$ cat config.mk
export PLATFORM = sky130hd
export DESIGN_NAME = spi_sector_reader
export DESIGN_NICKNAME = d
export VERILOG_FILES = /design/src/rtl/spi_sector_reader.sv
export SDC_FILE = /design/constraint.sdc
export NUM_CORES = 1
export LEC_CHECK = 0
export ABC_AREA = 1
export BUFFER_PORTS_ARGS = -buffer_cell sky130_fd_sc_hd__buf_2
export CELL_PAD_IN_SITES_DETAIL_PLACEMENT = 0
export CELL_PAD_IN_SITES_GLOBAL_PLACEMENT = 1
export CORE_MARGIN = 2
export CORE_UTILIZATION = 36
export DETAILED_ROUTE_END_ITERATION = 7
export PLACE_DENSITY_LB_ADDON = 0.08
export SLEW_MARGIN = 20
export SYNTH_ARGS = -nofsm -noshare
export SYNTH_HDL_FRONTEND = slang
export SYNTH_SLANG_ARGS = --single-unit
$ cat constraint.sdc
create_clock -name clk -period 4.19 [get_ports clk]
set_input_delay 0.6285 -clock clk [delete_from_list [all_inputs] [get_ports clk]]
set_output_delay 0.6285 -clock clk [all_outputs]
set_load 0.005 [all_outputs]
$ cat src/rtl/spi_sector_reader.sv
// SPI NOR sector reader: streams len_sector sectors into memory over Avalon-MM.
// Define SPI_SECTOR_READER_FASTREAD_EN for FAST_READ (0x0B) with 8 dummy clocks.
module spi_sector_reader #(
  parameter int          SECTOR_BYTES = 512,
  parameter int          CLK_DIV      = 2,
  parameter logic [7:0]  CMD_READ     = 8'h03
) (
  input  logic        clk,
  input  logic        rst,
  input  logic        start,
  input  logic [31:0] startaddr,
  input  logic [15:0] sector,
  input  logic [15:0] len_sector,
  output logic        spi_sck,
  output logic        spi_cs_n,
  output logic        spi_mosi,
  input  logic        spi_miso,
  output logic [31:0] avm_m0_address,
  output logic        avm_m0_write,
  output logic [31:0] avm_m0_writedata,
  input  logic        avm_m0_waitrequest,
  output logic        busy,
  output logic        done
);

  localparam int SHIFT = $clog2(SECTOR_BYTES);
  localparam int DW    = (CLK_DIV > 1) ? $clog2(CLK_DIV) : 1;
  localparam logic [DW-1:0] DIV_MAX = DW'(CLK_DIV - 1);

`ifdef SPI_SECTOR_READER_FASTREAD_EN
  localparam logic [7:0] OPCODE   = 8'h0B;
  localparam int         HDR_BITS = 40;
`else
  localparam logic [7:0] OPCODE   = CMD_READ;
  localparam int         HDR_BITS = 32;
`endif
  localparam logic [5:0] HDR_LAST = 6'(HDR_BITS - 1);

  typedef enum logic [2:0] {
    IDLE, CMD, DATA, WRITE, DONE
  } state_t;

  state_t state, state_nx;

  logic          sck;
  logic [DW-1:0] div_cnt;
  logic [5:0]    bit_cnt;
  logic [39:0]   cmd_sr;
  logic [6:0]    byte_sr;
  logic [31:0]   byte_count;
  logic [31:0]   sec_bytes;
  logic          shifting;
  logic          phase_end;
  logic          rise;
  logic          fall;
  logic          unused_bits;

  assign sec_bytes   = 32'(sector) << SHIFT;
  assign unused_bits = ^{startaddr[1:0], sec_bytes[31:24]};

  assign shifting  = (state == CMD) || (state == DATA);
  assign phase_end = (div_cnt == DIV_MAX);
  assign rise      = shifting && phase_end && !sck;
  assign fall      = shifting && phase_end && sck;
  assign spi_sck   = sck;

  always_ff @(posedge clk or posedge rst) begin
    if (rst) state <= IDLE;
    else     state <= state_nx;
  end

  always_comb begin
    state_nx = state;
    unique case (state)
      IDLE: begin
        if (start)
          state_nx = (len_sector == 16'd0) ? DONE : CMD;
      end
      CMD: begin
        if (fall && bit_cnt == HDR_LAST)
          state_nx = DATA;
      end
      DATA: begin
        if (fall && bit_cnt == 6'd31)
          state_nx = WRITE;
      end
      WRITE: begin
        if (!avm_m0_waitrequest)
          state_nx = (byte_count == 32'd4) ? DONE : DATA;
      end
      DONE:    state_nx = IDLE;
      default: state_nx = IDLE;
    endcase
  end

  always_comb begin
    spi_cs_n     = 1'b1;
    spi_mosi     = 1'b0;
    avm_m0_write = 1'b0;
    busy         = 1'b0;
    done         = 1'b0;
    unique case (state)
      IDLE: ;
      CMD: begin
        spi_cs_n = 1'b0;
        spi_mosi = cmd_sr[39];
        busy     = 1'b1;
      end
      DATA: begin
        spi_cs_n = 1'b0;
        busy     = 1'b1;
      end
      WRITE: begin
        spi_cs_n     = 1'b0;
        avm_m0_write = 1'b1;
        busy         = 1'b1;
      end
      DONE:    done = 1'b1;
      default: ;
    endcase
  end

  always_ff @(posedge clk or posedge rst) begin
    if (rst) begin
      sck              <= 1'b0;
      div_cnt          <= '0;
      bit_cnt          <= '0;
      cmd_sr           <= '0;
      byte_sr          <= '0;
      byte_count       <= '0;
      avm_m0_address   <= '0;
      avm_m0_writedata <= '0;
    end else begin
      unique case (state)
        IDLE: begin
          sck     <= 1'b0;
          div_cnt <= '0;
          bit_cnt <= '0;
          if (start) begin
            // trailing zeros double as the fast-read dummy byte
            cmd_sr         <= {OPCODE, sec_bytes[23:0], 8'h00};
            byte_count     <= 32'(len_sector) << SHIFT;
            avm_m0_address <= {startaddr[31:2], 2'b00};
          end
        end
        CMD, DATA: begin
          if (phase_end) begin
            div_cnt <= '0;
            sck     <= ~sck;
          end else begin
            div_cnt <= div_cnt + 1'b1;
          end
          if (rise && state == DATA) begin
            byte_sr <= {byte_sr[5:0], spi_miso};
            if (bit_cnt[2:0] == 3'd7)
              avm_m0_writedata[{bit_cnt[4:3], 3'b000} +: 8] <=
                {byte_sr, spi_miso};
          end
          if (fall) begin
            if (state == CMD)
              cmd_sr <= {cmd_sr[38:0], 1'b0};
            if ((state == CMD && bit_cnt == HDR_LAST) ||
                (state == DATA && bit_cnt == 6'd31))
              bit_cnt <= '0;
            else
              bit_cnt <= bit_cnt + 6'd1;
          end
        end
        WRITE: begin
          if (!avm_m0_waitrequest) begin
            avm_m0_address <= avm_m0_address + 32'd4;
            byte_count     <= byte_count - 32'd4;
          end
        end
        DONE: ;
        default: ;
      endcase
    end
  end

endmodule

# --- Word level (Yosys, flattened, before mapping) ---
# Cells that the tools add are included.
totals:
  register_bits: 154
  inputBits: 69
  out_inout_bits: 70
  wordCells: 84
classes:
  add_sub_neg: 5
  n_eq_ne: 14
  shifts: 2
  mux: 30
  n_bitwise: 1
  n_reduce_logical: 23
ops:
  columns: ["cell", "count"]
  rows:
  - ["$mux W32", 4]
  - ["$pmux W32 S2", 2]
  - ["$mux W40", 3]
  - ["$pmux W40 S2", 1]
  - ["$add A32 B3 Y32 const B", 1]
  - ["$bwmux W32", 1]
  - ["$eq A32 B3 Y1 const B", 1]
  - ["$shift A8 B7 Y32 const A", 1]
  - ["$shiftx A8 B7 Y32", 1]
  - ["$sub A32 B3 Y32 const B", 1]
  - ["$mux W3", 6]
  - ["$logic_not A16 Y1", 1]
  - ["$mux W6", 2]
  - ["$pmux W3 S4", 1]
  - ["$pmux W6 S2", 1]
  - ["$ne A2 B2 Y1 const B", 5]
  - ["$reduce_and A4 Y1", 2]
  - ["$logic_and A1 B1 Y1", 7]
  - ["$mux W1", 7]
  - ["$neg A5 Y7", 1]
  - ["$add A6 B1 Y6 const B", 1]
  - ["$eq A3 B2 Y1 const B", 2]
  - ["$eq A3 B3 Y1 const B", 2]
  - ["$eq A6 B5 Y1 const B", 1]
  - ["13 further kinds", 20]

# --- Longest topological paths before layout ---
# Gate-level depths: netlist of the first run.
depth:
  depth_word: 7
  depth_mapped: 11
  depth_no_buf: 10

# --- Least setup slack after synthesis of the first run ---
# OpenSTA, ideal clock, no wires.
synth_path:
  kind: "flip-flop to flip-flop"
  startpoint: "register bit_cnt[3]"
  endpoint: "register avm_m0_writedata[0]"
  setup_time_ns: 0.066
  arrival_ns: 1.841
  required_time_ns: 4.124
  slack_ns: 2.283
  path_stages_with_launch: 7
  path_buffers: 1
  period_less_slack_ns: 1.907
  cell_sequence: "dfrtp_1 > clkbuf_1 > inv_1 > ha_1 > nor3_1 > nand3_1 > nand2_1"
synth_between:
  elab_chain_cells: 3
  elab_cells_between_ends: 4
  classes_between: "1 x add/sub; 2 x shift; 1 x mux"
synth_lines:
  columns: ["item", "line_no", "text"]
  rows:
  - ["start: declaration", "47", "logic [5:0] bit_cnt;"]
  - ["start signal: assignment", "166", "bit_cnt <= bit_cnt + 6'd1;"]
  - ["$neg A5 Y7 *", "156", "avm_m0_writedata[{bit_cnt[4:3], 3'b000} +: 8] <="]
  - ["$shiftx A8 B7 Y32 / $shift A8 B7 Y32 (equally long branches)", "156", null]
  - ["$bwmux W32 *", "156", null]
  - ["end signal: indexed assignment", "156", null]
  - ["end: declaration", "20", "output logic [31:0] avm_m0_writedata,"]
# Every way passes the cells marked *; elsewhere a longest branch is shown, timed or not.
# A chain may end at the register's enable or synchronous reset.

# --- Worst setup path after layout of the first run ---
layout_path:
  startpoint: "register state[2]"
  endpoint: "register avm_m0_address[16]"
layout_between:
  elab_chain_cells: 3
  elab_cells_between_ends: 7
  classes_between: "3 x eq/ne; 1 x mux; 3 x reduce/logical"
layout_lines:
  columns: ["item", "line_no", "text"]
  rows:
  - ["start: declaration", "43", "state_t state, state_nx;"]
  - ["start signal: assignment", "69", "else state <= state_nx;"]
  - ["$eq A3 B2 Y1 / $logic_not A3 Y1 (equally long branches)", "134", "unique case (state)"]
  - ["$ne A2 B2 Y1 (no source line) / $reduce_bool A2 Y1 (equally long branches)", null, null]
  - ["$reduce_and A3 Y1 (no source line)", null, null]
  - ["end signal: assignment", "143", "avm_m0_address <= {startaddr[31:2], 2'b00};"]
  - ["end signal: assignment", "171", "avm_m0_address <= avm_m0_address + 32'd4;"]
  - ["end: declaration", "18", "output logic [31:0] avm_m0_address,"]
# Several ways; a longest one is shown, not always the timed one.

==> impl_metrics.tcl, run 1 <==
set metrics [dict create \
    worstMarginPinSlew_ns 0.900 \
    gp_congestion 0.817 \
    status "completed" \
    synth-edff-count 0 \
    rows 53 \
    die_y_um 151 \
    slowest_delay_ns 0.59 \
    die_width_um 151 \
    path_cells "inv_2 -> nand3_1 -> buf_4 -> nand2_1 -> inv_2 -> nor2_4 -> nand2_2 -> or2_0 -> nand2_1 -> nor2_1" \
    synthCells 1130 \
    final-setup-viol-count 0 \
    fin_setup_tns_ns 0 \
    critical_path_class "reg2reg" \
    cts_setup_buffers 0 \
    grt_max_degree 91 \
    ctsLongestPathBuffers 2 \
    timing.final.crit_share 0.685 \
    yosys.area.top_type_share 0.428 \
    cts_tree "done" \
    synth_fa_ha_area_frac 0.0161 \
    grt_overflow_total 0 \
    clk_latency_ns 0.43 \
    vias_per_cell 4.86 \
    fin_crit_ns 2.87 \
    grt_pass1_wl_um 37300 \
    route.detailed.drc 0 \
    peakVddDrop_uv 295 \
    antenna_found_initial 0 \
    antenna_cells 0 \
    synth_most_common_cell "nand2_1" \
    synthSimpleGateAreaFrac 0.381 \
    slowest_stage "nand2_2" \
    area_growth_pct 19.8 \
    crit_path_end_kind "flop" \
    layout-drive-gt1-share 0.164 \
    maxCapViolCount 0 \
    p_leak_nw 4.80 \
    yosysSeqAreaShare 0.428 \
    synth_area_um2 7780 \
    clk_pin_slew_worst_paths_ns 0.07 \
    ioPinCount 139 \
    cts_sinks 133 \
    async_flop_share 1.00 \
    grt_pass1_vias 7173 \
    postCtsHoldBufs 0 \
    yosysTopAreaCell "dfrtp_1" \
    finalHoldViolCount 0 \
    synth_xor_area_frac 0.00225 \
    nets 1334 \
    synth_commonest_cells "nand2_1, nor2_1, dfrtp_1" \
    slew_viol_final 0 \
    synth_compound_area_frac 0.0940 \
    ys.flop_type "dfrtp_1" \
    synthMuxAreaShare 0.00145 \
    p_per_area_nw_per_um2 724 \
    slew_headroom 0.395 \
    routed_wirelength_um 22800 \
    core-area_um2 21100 \
    synth-seq-cells 133 \
    cts_resized 0 \
    port_buffers 133 \
    first_pass_iters 5 \
    cts_made_buffers 17 \
    clock.fmax_mhz 348 \
    synth_top_family_by_area "simple AND/OR/NAND/NOR gates" \
    vias 7498 \
    synth_area_leaders "dfrtp_1, nand2_1, nor2_1" \
    start_util 0.369 \
    crit_path_start_kind "flop" \
    cts.htree.levels 4 \
    hold_class "in2async" \
    synth_cell_types 35 \
    ys_warn_count 0 \
    worst_slack_ns 1.32 \
    antenna_left 0 \
    rsz0062_at_grt "false" \
    wl_per_cell_um 14.8 \
    die-area_um2 22800 \
    grt_use_total 0.208 \
    cp.required_ns 4.51 \
    cp_max_fo 27 \
    root_buffer "clkbuf_16" \
    cp.arrival_ns 3.19 \
    place_hpwl_um 15900 \
    finClkSkew_ns 0.0108 \
    dp_slack_ns 1.26 \
    avgSynthCellArea_um2 6.88 \
    drt-initial-drc-count 379 \
]
==> power breakdown <==
group          switching, W  internal, W
Combinational       0.00197     0.000975
Clock              0.000646     0.000956
Sequential         0.000474      0.00173
==> area by class of cell <==
type / count / area [µm²]
inverter: 114 / 433
multi-input combinational: 847 / 3860
timing repair buffer: 142 / 733
tap: 275 / 344
clock buffer: 18 / 429
clock inverter: 14 / 190
fill: 2268 / 11800
sequential: 133 / 3330
==> layer usage <==
metal,part of all wire,vias to the layer above,track usage
met4,0.011,0,0.0542
met5,0,-,0
li1,-,3889,-
met1,0.49,3483,0.291
met3,0.031,18,0.0277
met2,0.47,108,0.340
==> registers in the layout, indices dropped and copies added (netlist names) <==
name              flops
avm_m0_writedata     32
avm_m0_address       30
byte_count           30
cmd_sr               23
byte_sr               7
bit_cnt               6
state                 3
div_cnt               1
spi_sck               1
==> worst paths after layout <==
kind	cells after the start	endpoint	slack, ns	start
min in group clk	3	cmd_sr[17]$_DFFE_PP0P_	0.44	sector[0]
worst min-delay path	2	avm_m0_writedata[18]$_DFFE_PP0P_	0.40	rst
worst min register to register	2	cmd_sr[17]$_DFFE_PP0P_	0.46	cmd_sr[17]$_DFFE_PP0P_
max in group asynchronous	3	byte_count[18]$_DFFE_PP0P_	2.94	rst
worst max-delay path	10	avm_m0_address[16]$_DFFE_PP0P_	1.32	state[2]$_DFFE_PP0P_
worst max register to register	10	avm_m0_address[16]$_DFFE_PP0P_	1.32	state[2]$_DFFE_PP0P_
==> critical path: cells and delay by family (launching register included) <==
kind	cells	cell delay (ns)
buf+inv	3	0.46
flops	1	0.46
simple gates	7	1.84
==> cells in the final DEF, fill, tap and decap left out, types with 5 or more instances in the layout <==
cell	Yosys	layout
nor3_1	25	25
or2_2	15	15
nand4_1	21	21
dfrtp_1	133	133
buf_2	21	133
inv_1	110	109
o211ai_1	16	16
ha_1	10	10
o21ai_0	68	68
buf_4	2	9
clkbuf_16	0	17
a21oi_1	22	22
nand3_1	101	101
o21ai_1	19	19
nand2_1	316	316
nor2_2	5	5
nand3b_1	6	6
nor2_1	197	196
==> through the flow <==
| stage | total power [W] | util | area (µm²) | instances | hold slack (ns) |
|---|---|---|---|---|---|
| finish | 0.00675 | 0.442 | 9320 | 1543 | 0.395 |
| global route | 0.00736 | 0.442 | 9320 | 1543 | 0.445 |
| CTS | 0.00683 | 0.442 | 9320 | 1543 | 0.421 |
| detailed placement | 0.00520 | 0.412 | 8700 | 1511 | 0.452 |
| global placement | 0.00516 | 0.412 | 8700 | 1511 | 0.447 |
| floorplan | 0.00427 | - | 7780 | 1131 | 0.434 |
==> cells by family (layout without fill, tap and decap cells) <==
| group | count (synthesis) | in the layout |
|---|---|---|
| xor gates and xnor gates | 2 | 2 |
| AOI/OAI and AO/OA | 134 | 134 |
| other | 1 | 2 |
| muxes | 1 | 1 |
| buffers and inverters | 151 | 288 |
| adders and majority gates | 10 | 10 |
| and+or+nand+nor | 698 | 698 |
| DFF | 133 | 133 |
Power figures use the tool's default switching activity.
==> run 2: changes to the inputs <==
--- a/config.mk
+++ b/config.mk
@@ -10,7 +10,7 @@
 export CELL_PAD_IN_SITES_DETAIL_PLACEMENT = 0
 export CELL_PAD_IN_SITES_GLOBAL_PLACEMENT = 1
 export CORE_MARGIN = 2
-export CORE_UTILIZATION = 36
+export CORE_UTILIZATION = 40
 export DETAILED_ROUTE_END_ITERATION = 7
 export PLACE_DENSITY_LB_ADDON = 0.08
 export SLEW_MARGIN = 20
==> constraint.sdc (replaced) <==
create_clock -name clk -period 2.7 [get_ports clk]
set_input_delay 0.405 -clock clk [delete_from_list [all_inputs] [get_ports clk]]
set_output_delay 0.405 -clock clk [all_outputs]
set_load 0.005 [all_outputs]
==> impl_metrics.tcl, run 2 (synthesized netlist as in run 1, its figures left out) <==
set metrics [dict create \
    grt_overflow_total 0 \
    rows 50 \
    fin_setup_tns_ns 0 \
    grt_pass1_vias 7316 \
    grtUsageMet1 0.305 \
    crit_path_start_kind "flop" \
    mostFrequentLayoutCell "nand2_1" \
    antenna_cells 0 \
    route.detailed.drc 0 \
    clock.fmax_mhz 430 \
    vias_per_cell 4.92 \
    antenna_left 0 \
    port_buffers 133 \
    start_util 0.412 \
    largest_register_ffs 32 \
    ioPinCount 139 \
    clk_latency_ns 0.43 \
    core-area_um2 18900 \
    worst_slack_ns 0.376 \
    routed_wirelength_um 21700 \
    timing.final.crit_share 0.861 \
    r2r-start "state[0]$_DFFE_PP0P_" \
    reg2reg_depth 8 \
    p_per_area_nw_per_um2 1120 \
    reg2reg_slack_ns 0.38 \
    cp_common_cell "nand2_1" \
    largest_registers "avm_m0_writedata x32, avm_m0_address x30, byte_count x30" \
    grt_use_total 0.224 \
    pwr-share-comb 0.442 \
    cts.htree.levels 4 \
    drt-initial-drc-count 482 \
    nets 1341 \
    cts_resized 0 \
    ctsLongestPathBuffers 2 \
    vias 7542 \
    postCtsHoldBufs 0 \
    grt.busiest_layer "met2" \
    status "completed" \
    area_growth_pct 20.6 \
    p_leak_nw 4.85 \
    crit_path_end_kind "flop" \
    rsz0062_at_grt "false" \
    mostFrequentLayoutCells "nand2_1, nor2_1, dfrtp_1, buf_2, inv_1" \
    dp_slack_ns 0.365 \
    cts_setup_buffers 0 \
    root_buffer "clkbuf_16" \
    total_power_w 0.0105 \
    die-area_um2 20600 \
    die_width_um 143 \
    cts_made_buffers 17 \
    switchingPower_w 0.00469 \
    slowest_stage "nor2_2" \
    peakVddDrop_uv 539 \
    switching_share 0.448 \
    cp.required_ns 3.01 \
    p_int_w 0.00578 \
    first_pass_iters 5 \
    clk_pin_slew_worst_paths_ns 0.06 \
    finClkSkew_ns 0.00932 \
    slew_headroom 0.259 \
    fin_crit_ns 2.32 \
    finalHoldViolCount 0 \
    slowest_delay_ns 0.85 \
    hold_class "in2async" \
    cp.arrival_ns 2.64 \
    critical_path_class "reg2reg" \
    gr-usage-met2 0.368 \
    regToRegEndpoint "avm_m0_address[22]$_DFFE_PP0P_" \
    grt_max_degree 55 \
    grt_use_met3 0.0357 \
    cp_max_fo 22 \
    cts_tree "done" \
    slew_viol_final 0 \
    cp_top_family "simple AND/OR/NAND/NOR gates" \
    grt_pass1_wl_um 36600 \
    seq_power_share 0.325 \
    antenna_found_initial 0 \
    place_hpwl_um 15600 \
    final-setup-viol-count 0 \
    largest_register "avm_m0_writedata" \
    die_y_um 143 \
    gp_congestion 0.838 \
    cts_sinks 133 \
    pwr-share-clk 0.233 \
    path_cells "nor2_4 -> nand2_2 -> nand2_1 -> nand3_2 -> nor2_2 -> nand2_1 -> o21ai_1 -> nor2_1" \
    layout-drive-gt1-share 0.169 \
    worstMarginPinSlew_ns 1.11 \
    maxCapViolCount 0 \
    critPathBufInv 0 \
    wl_per_cell_um 14.1 \
]
==> run 2: worst max-delay path by stage <==
stage,startpoint,to,slack (ns),depth (start not counted)
final,state[0]$_DFFE_PP0P_,avm_m0_address[22]$_DFFE_PP0P_,0.38,8
after global routing,state[0]$_DFFE_PP0P_,byte_count[21]$_DFFE_PP0P_,0.11,8
after CTS,state[0]$_DFFE_PP0P_,avm_m0_address[22]$_DFFE_PP0P_,0.36,8
after detailed placement,state[0]$_DFFE_PP0P_,avm_m0_address[22]$_DFFE_PP0P_,0.36,8
after global placement,state[0]$_DFFE_PP0P_,avm_m0_address[20]$_DFFE_PP0P_,0.39,8
after floorplan,rst,avm_m0_address[10]$_DFFE_PP0P_,0.64,1
==> run 2: metal layers <==
metal,share of wire,vias up
met3,0.036,22
met4,0.017,0
met5,0,-
met2,0.46,145
li1,-,3904
met1,0.49,3471
==> run 2: through the flow <==
step / hold WS [ns] / area [µm²] / utilization / instances
2_1_floorplan: 0.434 / 7780 / - / 1131
3_3_place_gp: 0.454 / 8770 / 0.464 / 1503
3_5_place_dp: 0.457 / 8770 / 0.464 / 1503
4_1_cts: 0.0955 / 9380 / 0.496 / 1534
5_1_grt: 0.136 / 9380 / 0.496 / 1534
6_report: 0.0842 / 9380 / 0.496 / 1534
==> run 2: power by group through the flow <==
stage          sequential [W]  combinational [W]  clock, W
2_1_floorplan         0.00323            0.00339         0
3_3_place_gp          0.00343            0.00463         0
3_5_place_dp          0.00343            0.00467         0
4_1_cts               0.00340            0.00469   0.00250
5_1_grt               0.00353            0.00539   0.00257
6_report              0.00341            0.00462   0.00244
==> run 2: area by class of cell <==
| type | instances | area, µm² |
|---|---|---|
| timing repair buffer | 149 | 823 |
| tap | 260 | 325 |
| fill | 2019 | 9510 |
| clock buffer | 18 | 439 |
| clock inverter | 13 | 173 |
| multi-input combinational | 847 | 3860 |
| inverter | 114 | 432 |
| sequential | 133 | 3330 |
==> run 3: changes to the inputs <==
--- a/config.mk
+++ b/config.mk
@@ -12,7 +12,7 @@
 export CORE_MARGIN = 2
 export CORE_UTILIZATION = 40
 export DETAILED_ROUTE_END_ITERATION = 7
-export PLACE_DENSITY_LB_ADDON = 0.08
+export PLACE_DENSITY_LB_ADDON = 0.1
 export SLEW_MARGIN = 20
 export SYNTH_ARGS = -nofsm -noshare
 export SYNTH_HDL_FRONTEND = slang
==> impl_metrics.tcl, run 3 (synthesized netlist as in run 1, its figures left out) <==
set metrics [dict create \
    mostFrequentLayoutCell "nand2_1" \
    crit_path_start_kind "flop" \
    finClkSkew_ns 0.00854 \
    total_power_w 0.0103 \
    p_int_w 0.00565 \
    fin_setup_tns_ns 0 \
    critical_path_class "reg2reg" \
    worstMarginPinSlew_ns 1.01 \
    min_from "startaddr[15]" \
    layout-drive-gt1-share 0.167 \
    p_per_area_nw_per_um2 1110 \
    grt_max_degree 90 \
    slew_viol_final 0 \
    switching_share 0.454 \
    cp.required_ns 3.01 \
    die_width_um 143 \
    grt_pass1_wl_um 35700 \
    mostFrequentLayoutCells "nand2_1, nor2_1, dfrtp_1, buf_2, inv_1" \
    grt_overflow_total 0 \
    hold_class "in2reg" \
    port_buffers 133 \
    clock.fmax_mhz 449 \
    rsz0062_at_grt "false" \
    clk_pin_slew_worst_paths_ns 0.06 \
    slew_headroom 0.327 \
    die-area_um2 20600 \
    vias_per_cell 4.93 \
    seq_power_share 0.330 \
    dp.cells 1501 \
    hold_depth 3 \
    ctsLongestPathBuffers 2 \
    status "completed" \
    largest_register_ffs 32 \
    finalHoldViolCount 0 \
    ioPinCount 139 \
    antenna_cells 0 \
    maxCapViolCount 0 \
    final_cells 1534 \
    first_pass_iters 5 \
    cts_made_buffers 17 \
    hold_end "avm_m0_address[15]$_DFFE_PP0P_" \
    p_leak_nw 4.82 \
    crit_path_end_kind "flop" \
    fin_util 0.494 \
    fin_crit_ns 2.23 \
    final-setup-viol-count 0 \
    area_growth_pct 19.9 \
    clk_latency_ns 0.43 \
    gp_congestion 0.818 \
    core-area_um2 18900 \
    rows 50 \
    peakVddDrop_uv 928 \
    route.detailed.drc 0 \
    reg2reg_slack_ns 0.47 \
    largest_register "avm_m0_writedata" \
    antenna_left 0 \
    antenna_found_initial 0 \
    start_util 0.412 \
    reg2reg_depth 8 \
    cts_tree "done" \
    wl_per_cell_um 14.1 \
    cts_sinks 133 \
    regToRegEndpoint "byte_count[18]$_DFFE_PP0P_" \
    root_buffer "clkbuf_16" \
    cp.arrival_ns 2.54 \
    cts_resized 0 \
    vias 7555 \
    nets 1340 \
    grt_use_total 0.220 \
    largest_registers "avm_m0_writedata x32, avm_m0_address x30, byte_count x30" \
    die_y_um 143 \
    timing.final.crit_share 0.825 \
    r2r-start "state[0]$_DFFE_PP0P_" \
    drt-initial-drc-count 386 \
    routed_wirelength_um 21700 \
    place_hpwl_um 15300 \
    switchingPower_w 0.00469 \
    cp_max_fo 22 \
    pwr-share-clk 0.228 \
    pwr-share-comb 0.442 \
    grt_pass1_vias 7209 \
    cts.htree.levels 4 \
]
[run 3: worst max-delay path by stage]
stage | endpoint | startpoint | slack (ns) | cells after the start
floorplan | avm_m0_address[10]$_DFFE_PP0P_ | rst | 0.64 | 1
global placement | byte_count[24]$_DFFE_PP0P_ | state[0]$_DFFE_PP0P_ | 0.43 | 8
detailed placement | byte_count[18]$_DFFE_PP0P_ | state[0]$_DFFE_PP0P_ | 0.41 | 8
CTS | byte_count[18]$_DFFE_PP0P_ | state[0]$_DFFE_PP0P_ | 0.39 | 8
global route | byte_count[17]$_DFFE_PP0P_ | state[0]$_DFFE_PP0P_ | 0.14 | 8
finish | byte_count[18]$_DFFE_PP0P_ | state[0]$_DFFE_PP0P_ | 0.47 | 8
[run 3: power by group through the flow]
stage          clock network [W]  registers [W]  logic [W]
4_1_cts                  0.00241        0.00341    0.00465
6_report                 0.00236        0.00341    0.00457
2_1_floorplan                  0        0.00323    0.00339
3_3_place_gp                   0        0.00343    0.00457
3_5_place_dp                   0        0.00344    0.00462
5_1_grt                  0.00249        0.00353    0.00532
[run 3: area by class of cell]
type / instances / area [µm²]
timing repair buffer: 148 / 793
tap: 260 / 325
multi-input combinational: 847 / 3860
fill: 2040 / 9570
clock inverter: 13 / 146
clock buffer: 19 / 443
inverter: 114 / 432
sequential: 133 / 3330
[run 3: layer usage]
layer	part of all wire	up-vias	GRT usage
li1	-	3895	-
met1	0.49	3491	0.301
met2	0.46	135	0.357
met3	0.032	34	0.0343
met4	0.019	0	0.0722
met5	0	-	0
[run 3: repair_timing]
action                    in CTS  in global routing
hold buffers                   1                  0
setup buffers                  0                  0
hold endpoints to repair      10                  0
[run 3: metrics by stage]
stage	worst slack [ns]	hold WS [ns]	cell area, µm²
after floorplan	0.644	0.434	7780
after detailed placement	0.410	0.375	8730
final	0.472	0.218	9330
after global routing	0.144	0.226	9330
after CTS	0.390	0.206	9330
after global placement	0.430	0.379	8730
[run 3: critical path, cell delays in order (launching register included)]
cell	delay, ns
dfrtp_1	0.48
nor2_4	0.23
nand2_2	0.13
nand2_1	0.13
nand3_2	0.09
nor2_2	0.77
nand2_1	0.11
o21ai_1	0.12
nor2_1	0.05
